==> config.mk <==
export PLATFORM = sky130hd
export DESIGN_NAME = pc_fetch_unit
export DESIGN_NICKNAME = d
export VERILOG_FILES = /design/src/rtl/cpu_fetch_pkg.sv /design/src/rtl/pc_fetch_unit.sv
export SDC_FILE = /design/constraint.sdc
export NUM_CORES = 1
export LEC_CHECK = 0
export CORE_MARGIN = 2
export CORE_UTILIZATION = 30
export DETAILED_ROUTE_END_ITERATION = 16
export PLACE_DENSITY = 0.66
export RECOVER_POWER = 50
export SLEW_MARGIN = 10
export SYNTH_ARGS = -nofsm -noshare
export SYNTH_HDL_FRONTEND = slang
export SYNTH_SLANG_ARGS = --single-unit
==> constraint.sdc <==
create_clock -name clkin -period 1.69 [get_ports clkin]
set_input_delay 0.2535 -clock clkin [delete_from_list [all_inputs] [get_ports clkin]]
set_output_delay 0.2535 -clock clkin [all_outputs]
set_load 0.05 [all_outputs]
==> src/rtl/cpu_fetch_pkg.sv <==
// Shared fetch-path types and constants for the PC fetch unit.
package cpu_fetch_pkg;

    typedef enum logic [1:0] {
        IDLE,
        REQ,
        WAIT,
        VALID
    } fetch_state_t;

    localparam logic [31:0] DEFAULT_RESET_PC = 32'h0000_0000;
    localparam logic [31:0] WORD_ALIGN_MASK  = ~32'h0000_0003;

endpackage

==> src/rtl/pc_fetch_unit.sv <==
// PC register plus instruction fetch over a req/gnt/rvalid handshake.
// Optional `PC_ALIGN_CHECK_EN forces word-aligned PC loads and raises sticky pc_misalign.
module pc_fetch_unit
    import cpu_fetch_pkg::*;
#(
    parameter logic [31:0] RESET_PC    = DEFAULT_RESET_PC,
    parameter int unsigned TIMEOUT_CYC = 15,
    parameter int unsigned CNT_W       = 32
) (
    input  logic             clkin,
    input  logic             reset,
    input  logic [31:0]      next_pc,
    input  logic             pc_load,
    output logic             imem_req,
    output logic [31:0]      imem_addr,
    input  logic             imem_gnt,
    input  logic             imem_rvalid,
    input  logic [31:0]      imem_rdata,
    output logic [31:0]      PC,
    output logic [31:0]      instruction,
    output logic             instr_valid,
    output logic             fetch_err,
    output logic [CNT_W-1:0] fetch_cnt,
    output logic             pc_misalign
);

    localparam int unsigned        TMR_W    = $clog2(TIMEOUT_CYC + 1);
    localparam logic [TMR_W-1:0]   TMR_MAX  = TMR_W'(TIMEOUT_CYC);
    localparam logic [TMR_W-1:0]   TMR_LAST = TMR_W'(TIMEOUT_CYC - 1);

    fetch_state_t     state_q, state_d;
    logic [31:0]      pc_q;
    logic [TMR_W-1:0] timer_q;

    logic capture, timeout, commit, tmr_clr, tmr_inc;

    always_ff @(posedge clkin or negedge reset) begin
        if (!reset) state_q <= IDLE;
        else        state_q <= state_d;
    end

    // rvalid only matters in WAIT; a response arriving with gnt or after a timeout is dropped.
    always_comb begin
        state_d = state_q;
        capture = 1'b0;
        timeout = 1'b0;
        commit  = 1'b0;
        tmr_clr = 1'b0;
        tmr_inc = 1'b0;
        case (state_q)
            IDLE: state_d = REQ;
            REQ: begin
                if (imem_gnt) begin
                    state_d = WAIT;
                    tmr_clr = 1'b1;
                end
            end
            WAIT: begin
                if (imem_rvalid) begin
                    capture = 1'b1;
                    state_d = VALID;
                end else if (timer_q >= TMR_LAST) begin
                    timeout = 1'b1;
                    state_d = REQ;
                end else begin
                    tmr_inc = 1'b1;
                end
            end
            VALID: begin
                if (pc_load) begin
                    commit  = 1'b1;
                    state_d = REQ;
                end
            end
            default: state_d = IDLE;
        endcase
    end

    always_ff @(posedge clkin or negedge reset) begin
        if (!reset) begin
            pc_q        <= RESET_PC;
            instruction <= '0;
            instr_valid <= 1'b0;
            fetch_err   <= 1'b0;
            fetch_cnt   <= '0;
            timer_q     <= '0;
        end else begin
            fetch_err <= timeout;
            if (tmr_clr)
                timer_q <= '0;
            else if (tmr_inc && timer_q != TMR_MAX)
                timer_q <= timer_q + TMR_W'(1);
            if (capture) begin
                instruction <= imem_rdata;
                instr_valid <= 1'b1;
                fetch_cnt   <= fetch_cnt + CNT_W'(1);
            end
            if (commit) begin
                instr_valid <= 1'b0;
`ifdef PC_ALIGN_CHECK_EN
                pc_q <= next_pc & WORD_ALIGN_MASK;
`else
                pc_q <= next_pc;
`endif
            end
        end
    end

`ifdef PC_ALIGN_CHECK_EN
    logic misalign_q;

    always_ff @(posedge clkin or negedge reset) begin
        if (!reset)
            misalign_q <= 1'b0;
        else if (commit && next_pc[1:0] != 2'b00)
            misalign_q <= 1'b1;
    end

    assign pc_misalign = misalign_q;
`else
    assign pc_misalign = 1'b0;
`endif

    assign imem_req  = (state_q == REQ);
    assign imem_addr = pc_q;
    assign PC        = pc_q;

endmodule
==> results_dict.tcl <==
set metrics [dict create \
    synth_compound_area_share_pct 2.13 \
    p_leak_nw 3.31 \
    min-delay-path-class "in2async" \
    grt_max_degree 53 \
    skew_ps 12.5 \
    period_share_pct 96.9 \
    die_y_um 127 \
    start_kind "flip-flop" \
    via_count 3269 \
    status "complete, no violations" \
    clockBufferDepth 2 \
    cts_inserted_buffers 9 \
    track_usage_pct 13.4 \
    synth.distinct_cells 37 \
    clock.fmax_mhz 611 \
    syn2layout_area_growth_pct 52.4 \
    cts_tree "built" \
    synth_edf_count 0 \
    synth.most_common_cell "dfrtp_1" \
    clk_pin_slew_ps 80 \
    fin_nets 615 \
    die_area_um2 16100 \
    post-dp-hpwl_um 8080 \
    slew_headroom_pct 60.7 \
    path_buf_inv 1 \
    setup-violations-final 0 \
    synth_ff_type "dfrtp_1" \
    yosysSeqAreaShare_pct 57.5 \
    yosys.area_share.adder_pct 1.66 \
    wirelength_um 10700 \
    cp.required_ps 1960 \
    setup_tns_ps 0 \
    clkSinkCount 104 \
    syn_avg_cell_area_um2 13.4 \
    syn_nets 413 \
    power_density_nw_per_um2 2100 \
    avgRoutedWirePerCell_um 14.7 \
    antenna_found_initial 0 \
    r2r-end "timer_q[1]" \
    grt_pass1_vias 3383 \
    crit_start "timer_q[0]" \
    yosysTopAreaCell "dfrtp_1" \
    postSynthCellCount 338 \
    crit_type "reg2reg" \
    cp.arrival_ps 1900 \
    syn-cell-area_um2 4530 \
    synth.area.mux_share_pct 16.2 \
    cp_top_family "compound AO/OA/AOI/OAI gates" \
    worst_pin_slew_ps 590 \
    htreeDepth 3 \
    ys_ff_latch 104 \
    drt_iter0_drc 111 \
    synth_top_family_by_area "multiplexers" \
    vias_per_cell 4.48 \
    synth_xor_area_share_pct 6.19 \
    ant_nets 0 \
    yosys.area_share.simple_pct 9.20 \
    grt_pass1_wl_um 17100 \
    cap_violations 0 \
    ff2ff_path_depth 7 \
    post-route-min-period_ps 1640 \
    end_kind "flip-flop" \
    grt_setup_unrepaired "true" \
    cp_slowest_stage_delay_ps 360 \
    synth.top_cells.by_area "dfrtp_1 (57%), mux2_2 (16%), buf_4 (5.5%)" \
    overflow 0 \
    remaining_drc_errors 0 \
    placed_area_um2 6370 \
    vdd_drop_max_v 0.00123 \
    maxSlewViolCount 0 \
    dieWidth_um 127 \
    row_count 44 \
    cp_num_cells 7 \
    hold_violations 0 \
    gp_congestion 0.763 \
    io_pins 201 \
    final_area_um2 6900 \
    yosys.area.top_type_share_pct 57.5 \
    r2r_start "timer_q[0]" \
    clk_latency_ps 350 \
    io_buffers 199 \
    diodes 0 \
    initial_core_util_pct 30.9 \
    r2r_setup_slack_ps 50 \
    drive_gt1_share_pct 53.0 \
    synth_commonest_cells "dfrtp_1 (104), mux2_2 (65), buf_4 (33)" \
    coreArea_um2 14600 \
    worstPathCellList "inv_2 > ha_1 > o211ai_1 > nand2_1 > a31o_4 > or2_4 > a22oi_2" \
    yosys_warnings 0 \
    path_max_fanout 3 \
    async_reset_ff_share_pct 100 \
    cpMaxStageDelayCell "dfrtp_1" \
    firstDrtPassIters 7 \
    clockRootBuffer "clkbuf_16" \
]
-- registers in the layout, indices dropped and copies added, names as in the netlist --
name / cells
fetch_cnt: 32
fetch_err: 1
instr_valid: 1
instruction: 32
PC: 32
state_q: 2
timer_q: 4
-- logic make-up after synthesis --
logic type | count (synthesis)
xor+xnor | 32
simple gates | 64
flops | 104
compound gates | 15
mux | 65
other cells | 1
fa+ha+maj | 6
buf+inv | 51
-- worst max path at each step --
stage | end | slack (ps)
finish | timer_q[1] | 50
detailed placement | fetch_cnt[14] | -180
CTS | fetch_cnt[11] | 2
global placement | fetch_cnt[14] | -150
global route | timer_q[1] | -50
floorplan | fetch_cnt[10] | -7
-- where the power goes --
part	internal [W]	total (W)	switching, W
sequential	0.00335	0.00392	0.000574
clock	0.00160	0.00253	0.000927
combinational	0.00258	0.00806	0.00548
total	0.00753	0.0145	0.00698
-- routing by layer --
metal  routed length (um)  share of wire (%)  global-route usage (%)
met5                    0                  0                       0
met4                  227                2.1                    5.75
met2                 5330                 50                    22.5
met1                 4370                 41                    16.1
met3                  816                7.6                    3.75
-- layout make-up --
| type | count | area, um^2 |
|---|---|---|
| multi-input cells | 183 | 1700 |
| repair buffers | 232 | 1950 |
| fillers | 1326 | 7740 |
| well taps | 184 | 230 |
| clock inverters | 7 | 141 |
| clock buffers | 9 | 225 |
| inverters | 10 | 37.5 |
| flip-flops and latches | 104 | 2620 |
-- through the flow --
| stage | instances | setup WS, ps | total power, W | utilization [%] | hold slack [ps] |
|---|---|---|---|---|---|
| floorplan | 338 | -7.25 | 0.00985 | - | -42.1 |
| global placement | 702 | -150 | 0.0119 | 43.5 | 175 |
| detailed placement | 702 | -178 | 0.0120 | 43.5 | 174 |
| CTS | 721 | 1.97 | 0.0146 | 46.3 | 351 |
| global route | 729 | -50.2 | 0.0151 | 47.1 | 502 |
| finish | 729 | 52.1 | 0.0145 | 47.1 | 442 |
-- placed cells by master (no fill, tap or decap), drive strengths merged, types with 2 or more instances in the layout --
cell,Yosys,layout
mux2,65,65
buf,41,161
nor4,2,2
a21oi,5,5
nand3,10,10
o21ai,3,3
nor3,6,6
nand2,14,14
dfrtp,104,104
bufinv,0,4
inv,10,11
or2,2,2
xor2,14,14
clkdlybuf4s50,0,67
xnor2,18,18
nor2,12,12
ha,6,6
and3,6,6
clkbuf,0,12
nand4,7,7
-- repair_timing --
action | in CTS | in global routing
endpoints found under the setup margin | 17 | 22
hold buffers | 1 | 0
endpoints found under the hold margin | 21 | 0
pin swaps | 3 | 6
buffers inserted | 2 | 8
resized for setup | 5 | 19
No activity file was read; power rests on OpenSTA's default activity.
